`config.mk`:
```
export PLATFORM = sky130hd
export DESIGN_NAME = mul_sched
export DESIGN_NICKNAME = d
export VERILOG_FILES = /design/src/rtl/mul_sched_pkg.sv /design/src/rtl/mul_sched_rr_arb.sv /design/src/rtl/mul_sched.sv
export SDC_FILE = /design/constraint.sdc
export NUM_CORES = 1
export LEC_CHECK = 0
export BUFFER_PORTS_ARGS = -buffer_cell sky130_fd_sc_hd__buf_4
export CAP_MARGIN = 40
export CORE_UTILIZATION = 25
export CTS_BUF_LIST = sky130_fd_sc_hd__clkbuf_16
export CTS_CLUSTER_DIAMETER = 100
export DETAILED_ROUTE_END_ITERATION = 7
export PLACE_DENSITY = 0.57
export SLEW_MARGIN = 20
export SYNTH_ARGS = -nofsm -noshare
export SYNTH_HDL_FRONTEND = slang
export SYNTH_HIERARCHICAL = 1
export SYNTH_SLANG_ARGS = --single-unit
```
`constraint.sdc`:
```
create_clock -name clk -period 3.6 [get_ports clk]
set_input_delay 0.9 -clock clk [delete_from_list [all_inputs] [get_ports clk]]
set_output_delay 0.9 -clock clk [all_outputs]
set_load 0.01 [all_outputs]
```
`src/rtl/mul_sched_pkg.sv`:
```
// mul_sched_pkg: shared definitions for the multiplier scheduler.
//   - FSM state encoding (IDLE / ISSUE / BUSY)
//   - operand, product, gain and channel-tag widths
//   - wrap_inc(): modulo-n increment used by the round-robin pointer
package mul_sched_pkg;

    localparam int OP_W   = 16;  // signed I/Q operand width
    localparam int PROD_W = 20;  // signed I/Q product width
    localparam int GAIN_W = 8;   // unsigned gain width
    localparam int TAG_W  = 3;   // channel tag width (up to 8 channels)

    typedef enum logic [1:0] {
        ST_IDLE  = 2'd0,
        ST_ISSUE = 2'd1,
        ST_BUSY  = 2'd2
    } state_e;

    // Increment v, wrapping to 0 after n-1.
    function automatic logic [TAG_W-1:0] wrap_inc(input logic [TAG_W-1:0] v, input int n);
        return (v == TAG_W'(n - 1)) ? '0 : v + TAG_W'(1);
    endfunction

endpackage

```
`src/rtl/mul_sched_rr_arb.sv`:
```
// mul_sched_rr_arb: NCH-wide round-robin picker.
// The winner is combinational from (req, pointer): the first set request bit
// scanning upward from the pointer, wrapping at NCH. When adv is high the
// pointer moves to one past the winner on the next rising edge.
//   clk, rst_n  clock, asynchronous active-low reset (pointer -> 0)
//   req         request vector
//   adv         accept the current winner (advance the pointer)
//   win_valid   at least one request is set
//   win_idx     index of the winning request
//   ptr         current pointer value
module mul_sched_rr_arb
    import mul_sched_pkg::*;
#(
    parameter int NCH = 4
) (
    input  logic             clk,
    input  logic             rst_n,
    input  logic [NCH-1:0]   req,
    input  logic             adv,
    output logic             win_valid,
    output logic [TAG_W-1:0] win_idx,
    output logic [TAG_W-1:0] ptr
);

    logic [TAG_W-1:0] ptr_q;
    logic [TAG_W-1:0] ptr_d;
    logic             lo_found;
    logic             hi_found;
    logic [TAG_W-1:0] lo_idx;
    logic [TAG_W-1:0] hi_idx;

    // Scan from the top down so the lowest qualifying index is the last
    // assignment: hi_* is the lowest set bit at or above the pointer, lo_*
    // the lowest set bit overall (used when the scan has to wrap).
    always_comb begin
        lo_found = 1'b0;
        hi_found = 1'b0;
        lo_idx   = '0;
        hi_idx   = '0;
        for (int j = NCH - 1; j >= 0; j--) begin
            if (req[j]) begin
                lo_found = 1'b1;
                lo_idx   = TAG_W'(j);
                if (TAG_W'(j) >= ptr_q) begin
                    hi_found = 1'b1;
                    hi_idx   = TAG_W'(j);
                end
            end
        end
    end

    assign win_valid = lo_found;
    assign win_idx   = hi_found ? hi_idx : lo_idx;
    assign ptr       = ptr_q;

    always_comb begin
        ptr_d = ptr_q;
        if (adv && lo_found) begin
            ptr_d = wrap_inc(win_idx, NCH);
        end
    end

    always_ff @(posedge clk or negedge rst_n) begin
        if (!rst_n) begin
            ptr_q <= '0;
        end else begin
            ptr_q <= ptr_d;
        end
    end

endmodule

```
`src/rtl/mul_sched.sv`:
```
// mul_sched: time-shares one serial complex-by-scalar multiplier among NCH
// channels. Holds a per-channel gain register file, grants requests
// round-robin, issues one multiply at a time and returns each product tagged
// with its channel. A timeout flags a multiplier that never answers.
//   clk, rst_n           clock, asynchronous active-low reset
//   req / ack            per-channel request (held until ack) / capture pulse
//   dix, diy             per-channel signed I/Q operands, 16 bits per channel
//   cfg_we/ch/gain       gain register write port
//   mul_dix/diy/diz/iv   operands, gain and input strobe to the multiplier
//   mul_dox/doy/ov       products and output strobe from the multiplier
//   res_x/y/ch/v         registered product, channel tag, one-cycle strobe
//   busy                 FSM is not IDLE
//   err                  sticky timeout flag
module mul_sched
    import mul_sched_pkg::*;
#(
    parameter int NCH = 4,
    parameter int LAT = 9,
    parameter int TMO = 16
) (
    input  logic                  clk,
    input  logic                  rst_n,
    input  logic [NCH-1:0]        req,
    input  logic [OP_W*NCH-1:0]   dix,
    input  logic [OP_W*NCH-1:0]   diy,
    output logic [NCH-1:0]        ack,
    input  logic                  cfg_we,
    input  logic [TAG_W-1:0]      cfg_ch,
    input  logic [GAIN_W-1:0]     cfg_gain,
    output logic [OP_W-1:0]       mul_dix,
    output logic [OP_W-1:0]       mul_diy,
    output logic [GAIN_W-1:0]     mul_diz,
    output logic                  mul_iv,
    input  logic [PROD_W-1:0]     mul_dox,
    input  logic [PROD_W-1:0]     mul_doy,
    input  logic                  mul_ov,
    output logic [PROD_W-1:0]     res_x,
    output logic [PROD_W-1:0]     res_y,
    output logic [TAG_W-1:0]      res_ch,
    output logic                  res_v,
    output logic                  busy,
    output logic                  err
);

    // A timeout shorter than the multiplier latency would abort every healthy
    // operation, so it is never allowed below LAT+1.
    localparam int TMO_EFF = (TMO > LAT) ? TMO : LAT + 1;
    localparam int CNT_W   = $clog2(TMO_EFF + 1);
    localparam logic [CNT_W-1:0] CNT_LAST = CNT_W'(TMO_EFF - 1);

    // ------------------------------------------------------------------
    // Per-channel operand views
    // ------------------------------------------------------------------
    logic [OP_W-1:0] dix_ch [NCH];
    logic [OP_W-1:0] diy_ch [NCH];

    generate
        for (genvar gi = 0; gi < NCH; gi++) begin : g_unpack
            assign dix_ch[gi] = dix[gi*OP_W +: OP_W];
            assign diy_ch[gi] = diy[gi*OP_W +: OP_W];
        end
    endgenerate

    // ------------------------------------------------------------------
    // Gain register file. Writes land on the next edge regardless of FSM
    // state; indices >= NCH match no entry and are dropped.
    // ------------------------------------------------------------------
    logic [GAIN_W-1:0] gain_q [NCH];
    logic [GAIN_W-1:0] gain_d [NCH];

    always_comb begin
        for (int i = 0; i < NCH; i++) begin
            gain_d[i] = gain_q[i];
            if (cfg_we && (cfg_ch == TAG_W'(i))) begin
                gain_d[i] = cfg_gain;
            end
        end
    end

    always_ff @(posedge clk or negedge rst_n) begin
        if (!rst_n) begin
            for (int i = 0; i < NCH; i++) begin
                gain_q[i] <= '0;
            end
        end else begin
            for (int i = 0; i < NCH; i++) begin
                gain_q[i] <= gain_d[i];
            end
        end
    end

    // ------------------------------------------------------------------
    // Round-robin arbiter
    // ------------------------------------------------------------------
    logic             win_valid;
    logic [TAG_W-1:0] win_idx;
    logic [TAG_W-1:0] rr_ptr;
    logic             grant;

    mul_sched_rr_arb #(
        .NCH (NCH)
    ) u_arb (
        .clk       (clk),
        .rst_n     (rst_n),
        .req       (req),
        .adv       (grant),
        .win_valid (win_valid),
        .win_idx   (win_idx),
        .ptr       (rr_ptr)
    );

    // Winner's operands and gain. The gain is read from gain_q, so a write
    // to the winning channel in the grant cycle is not yet visible here.
    logic [OP_W-1:0]   sel_dix;
    logic [OP_W-1:0]   sel_diy;
    logic [GAIN_W-1:0] sel_gain;

    always_comb begin
        sel_dix  = '0;
        sel_diy  = '0;
        sel_gain = '0;
        for (int i = 0; i < NCH; i++) begin
            if (win_idx == TAG_W'(i)) begin
                sel_dix  = dix_ch[i];
                sel_diy  = diy_ch[i];
                sel_gain = gain_q[i];
            end
        end
    end

    // ------------------------------------------------------------------
    // Scheduler FSM with registered outputs
    // ------------------------------------------------------------------
    state_e            state_q,   state_d;
    logic [NCH-1:0]    ack_q,     ack_d;
    logic              mul_iv_q,  mul_iv_d;
    logic [OP_W-1:0]   mul_dix_q, mul_dix_d;
    logic [OP_W-1:0]   mul_diy_q, mul_diy_d;
    logic [GAIN_W-1:0] mul_diz_q, mul_diz_d;
    logic [TAG_W-1:0]  tag_q,     tag_d;
    logic [CNT_W-1:0]  cnt_q,     cnt_d;
    logic [PROD_W-1:0] res_x_q,   res_x_d;
    logic [PROD_W-1:0] res_y_q,   res_y_d;
    logic [TAG_W-1:0]  res_ch_q,  res_ch_d;
    logic              res_pend_q, res_pend_d;
    logic              res_v_q,   res_v_d;
    logic              busy_q,    busy_d;
    logic              err_q,     err_d;

    always_comb begin
        state_d    = state_q;
        ack_d      = '0;
        mul_iv_d   = 1'b0;
        mul_dix_d  = mul_dix_q;
        mul_diy_d  = mul_diy_q;
        mul_diz_d  = mul_diz_q;
        tag_d      = tag_q;
        cnt_d      = cnt_q;
        res_x_d    = res_x_q;
        res_y_d    = res_y_q;
        res_ch_d   = res_ch_q;
        res_pend_d = 1'b0;
        // The product is captured on the mul_ov edge and announced one
        // cycle later, overlapping the IDLE cycle that may grant again.
        res_v_d    = res_pend_q;
        err_d      = err_q;
        grant      = 1'b0;

        case (state_q)
            ST_IDLE: begin
                if (win_valid) begin
                    grant     = 1'b1;
                    state_d   = ST_ISSUE;
                    mul_iv_d  = 1'b1;
                    mul_dix_d = sel_dix;
                    mul_diy_d = sel_diy;
                    mul_diz_d = sel_gain;
                    tag_d     = win_idx;
                    for (int i = 0; i < NCH; i++) begin
                        ack_d[i] = (win_idx == TAG_W'(i));
                    end
                end
            end
            ST_ISSUE: begin
                state_d = ST_BUSY;
                cnt_d   = '0;
            end
            ST_BUSY: begin
                if (mul_ov) begin
                    res_x_d    = mul_dox;
                    res_y_d    = mul_doy;
                    res_ch_d   = tag_q;
                    res_pend_d = 1'b1;
                    state_d    = ST_IDLE;
                end else if (cnt_q == CNT_LAST) begin
                    err_d   = 1'b1;
                    state_d = ST_IDLE;
                end else begin
                    cnt_d = cnt_q + CNT_W'(1);
                end
            end
            default: begin
                state_d = ST_IDLE;
            end
        endcase

        busy_d = (state_d != ST_IDLE);
    end

    always_ff @(posedge clk or negedge rst_n) begin
        if (!rst_n) begin
            state_q    <= ST_IDLE;
            ack_q      <= '0;
            mul_iv_q   <= 1'b0;
            mul_dix_q  <= '0;
            mul_diy_q  <= '0;
            mul_diz_q  <= '0;
            tag_q      <= '0;
            cnt_q      <= '0;
            res_x_q    <= '0;
            res_y_q    <= '0;
            res_ch_q   <= '0;
            res_pend_q <= 1'b0;
            res_v_q    <= 1'b0;
            busy_q     <= 1'b0;
            err_q      <= 1'b0;
        end else begin
            state_q    <= state_d;
            ack_q      <= ack_d;
            mul_iv_q   <= mul_iv_d;
            mul_dix_q  <= mul_dix_d;
            mul_diy_q  <= mul_diy_d;
            mul_diz_q  <= mul_diz_d;
            tag_q      <= tag_d;
            cnt_q      <= cnt_d;
            res_x_q    <= res_x_d;
            res_y_q    <= res_y_d;
            res_ch_q   <= res_ch_d;
            res_pend_q <= res_pend_d;
            res_v_q    <= res_v_d;
            busy_q     <= busy_d;
            err_q      <= err_d;
        end
    end

    assign ack     = ack_q;
    assign mul_iv  = mul_iv_q;
    assign mul_dix = mul_dix_q;
    assign mul_diy = mul_diy_q;
    assign mul_diz = mul_diz_q;
    assign res_x   = res_x_q;
    assign res_y   = res_y_q;
    assign res_ch  = res_ch_q;
    assign res_v   = res_v_q;
    assign busy    = busy_q;
    assign err     = err_q;

endmodule

```
==> metrics.md <==
| Metric | Value |
|---|---|
| Hold Path End | `res_v` |
| Clk network pwr share | `23.8%` |
| CORE AREA | `26060 um2` |
| Sw frac | `35.23%` |
| Max Slew Vio Count | `0` |
| Total track usage | `14.67%` |
| Gate Count Post-Synth | `581` |
| Outcome | `complete, no violations` |
| Worst r2r src | `u_arb/ptr[1]` |
| Clk Latency, worst-skew pair | `0.42 ns` |
| Max stage delay on crit path | `0.53 ns` |
| Max_cap viols | `0` |
| Period utilisation layout | `69.89%` |
| Row count | `59` |
| Placer Congestion | `0.7839` |
| CP required | `3.96 ns` |
| Setup crit start | `req[0]` |
| Period minus WS final | `2.516 ns` |
| Root Driver | `clkbuf_16` |
| CTS tree | `yes` |
| Slew margin rel. | `56.69%` |
| Die X | `164.8 um` |
| Detail Placement HPWL | `14270 um` |
| Die H | `164.8 um` |
| Clk slew on worst S/H paths | `0.07 ns` |
| Worst slew pin tran | `0.6497 ns` |
| Antenna Violating Nets Remaining | `0` |
| Hold_ws | `0.3627 ns` |
| Via density | `4.666` |
| PwrDens | `738.5 nW/um2` |
| Hold_buf cts | `0` |
| Largest net degree at the start of global routing | `68` |
| H-tree levels | `4` |
| Routed wire per std cell | `17.05 um` |
| Vias | `5571` |
| DRT Pass-1 Iters | `5` |
| Final Cell Area | `9667 um2` |
| Worst vdd rail ir drop | `292.1 uV` |
| Crit end category | `flip-flop` |
| Layout cell share with drive strength beyond 1 | `47.73%` |
| Crit path max-delay cell type | `or4_4` |
| Sw Pwr | `0.002515 W` |
| Grt ovf | `0` |
| Worst Path Arrival | `2.87 ns` |
| CTS Buffer Depth | `2` |
| Worst Reg2Reg Path Length in Cells | `7` |
| Number of port buffers | `277` |
| Commonest non-fill, non-tap cell in the layout | `buf_4` |
| P_int | `0.004624 W` |
| Clock Skews | `0.01029 ns` |
| Crit path buffers/inverters | `2` |
| WL final | `20360 um` |
| Area grow syn2layout | `45.88%` |
| Average cell area after synthesis | `11.41 um2` |
| Worst setup SP type | `input port` |
| Initial antenna violation count | `0` |
| Starting Density | `25.43%` |
| Most frequent cells in the layout | `buf_4, dfrtp_1, mux2_2` |
| Max Clock Freq | `397.4 MHz` |
| First-pass GRT wire length | `30480 um` |
| Dpl cells | `1162` |
| Comb pwr share | `42.4%` |
| Synth Warn # | `6` |
| CP max FO | `36` |
| N_diodes | `0` |
| Post_cts resized | `0` |
| Sequential Power Share | `33.7%` |
| Post-CTS Setup Repair Bufs | `0` |
| Setup violators final | `0` |
| Placed inst area | `9091 um2` |
| Leakage | `4.579 nW` |
| Terminus of the critical flop-to-flop path | `mul_dix[14]` |
| NumNets Final | `1036` |
| Cell Chain, Critical Path | `buf_4 -> nor2b_4 -> or4_4 -> nand2_2 -> nand2_1 -> nor2_4 -> buf_12 -> a221o_1` |
| Total CTS buffers | `17` |
| Syn_nets | `771` |
| Vias in the first global route | `5574` |
| Largest delay share family, worst path | `simple AND/OR/NAND/NOR gates` |
| Starting DRT DRC Count | `390` |
| Die ar. | `27160 um2` |
| Setup TNS | `0 ns` |
| Hold Path Depth | `0` |
| Io pins | `278` |
| HP Start | `res_pend_q` |
| CP Class | `input port to flip-flop` |
| Util after Layout | `37.10%` |
| Final std cells w/o fill | `1194` |
| Type of the worst min-delay path | `flip-flop to flip-flop` |
| Clock sinks | `136` |
| Reg2Reg Setup Slack | `1.32 ns` |
| Post-route DRC | `0` |
| Hold Fails Final Rpt | `0` |
| RSZ-0062 raised after global routing | `no` |
| Mapped Area | `6626 um2` |
[power by group through the flow]
stage | combinational [W] | sequential [W] | clock (W)
3_3_place_gp | 0.00303 | 0.00243 | 0
3_5_place_dp | 0.00305 | 0.00243 | 0
2_1_floorplan | 0.00160 | 0.00255 | 0
6_report | 0.00303 | 0.00241 | 0.00170
4_1_cts | 0.00306 | 0.00241 | 0.00177
5_1_grt | 0.00328 | 0.00248 | 0.00183
[worst max-delay path by stage]
stage	end	slack (ns)	cells after the start
CTS	mul_dix[1]	1.10	8
finish	mul_dix[1]	1.08	8
global placement	mul_dix[3]	0.69	8
floorplan	mul_dix[10]	0.97	7
detailed placement	mul_dix[1]	0.63	8
global route	mul_diy[3]	1.01	8
[metrics by stage]
stage | setup WS (ns) | power, W
after floorplan | 0.9650 | 0.004152
after global placement | 0.6879 | 0.005453
after detailed placement | 0.6329 | 0.005481
after CTS | 1.096 | 0.007234
after global routing | 1.007 | 0.007598
final | 1.084 | 0.007139
[layer usage]
layer | global-route usage, % | vias to the layer above | part of all wire, %
li1 | - | 2631 | -
met1 | 18.70 | 2730 | 43
met2 | 23.83 | 181 | 49
met3 | 3.717 | 29 | 6.0
met4 | 5.421 | 0 | 2.1
met5 | 0 | - | 0
[sequential cells by signal (all words and copies together) (netlist names), 2 cells and up]
signal / count
res_ch: 3
state_q: 2
cnt_q: 5
res_y: 20
res_x: 20
mul_diz: 8
mul_dix: 16
u_arb/ptr: 2
gain_q: 32
tag_q: 3
mul_diy: 16
ack: 4
[final cells by class]
cell class / count / area (um2)
sequential: 136 / 3403
tap: 335 / 419.2
inverter: 46 / 172.7
clock buffer: 17 / 425.4
multi-input combinational: 353 / 2838
clock inverter: 15 / 150.1
timing repair buffer: 292 / 2258
fill: 2591 / 16390
Power figures use the tool's default switching activity.
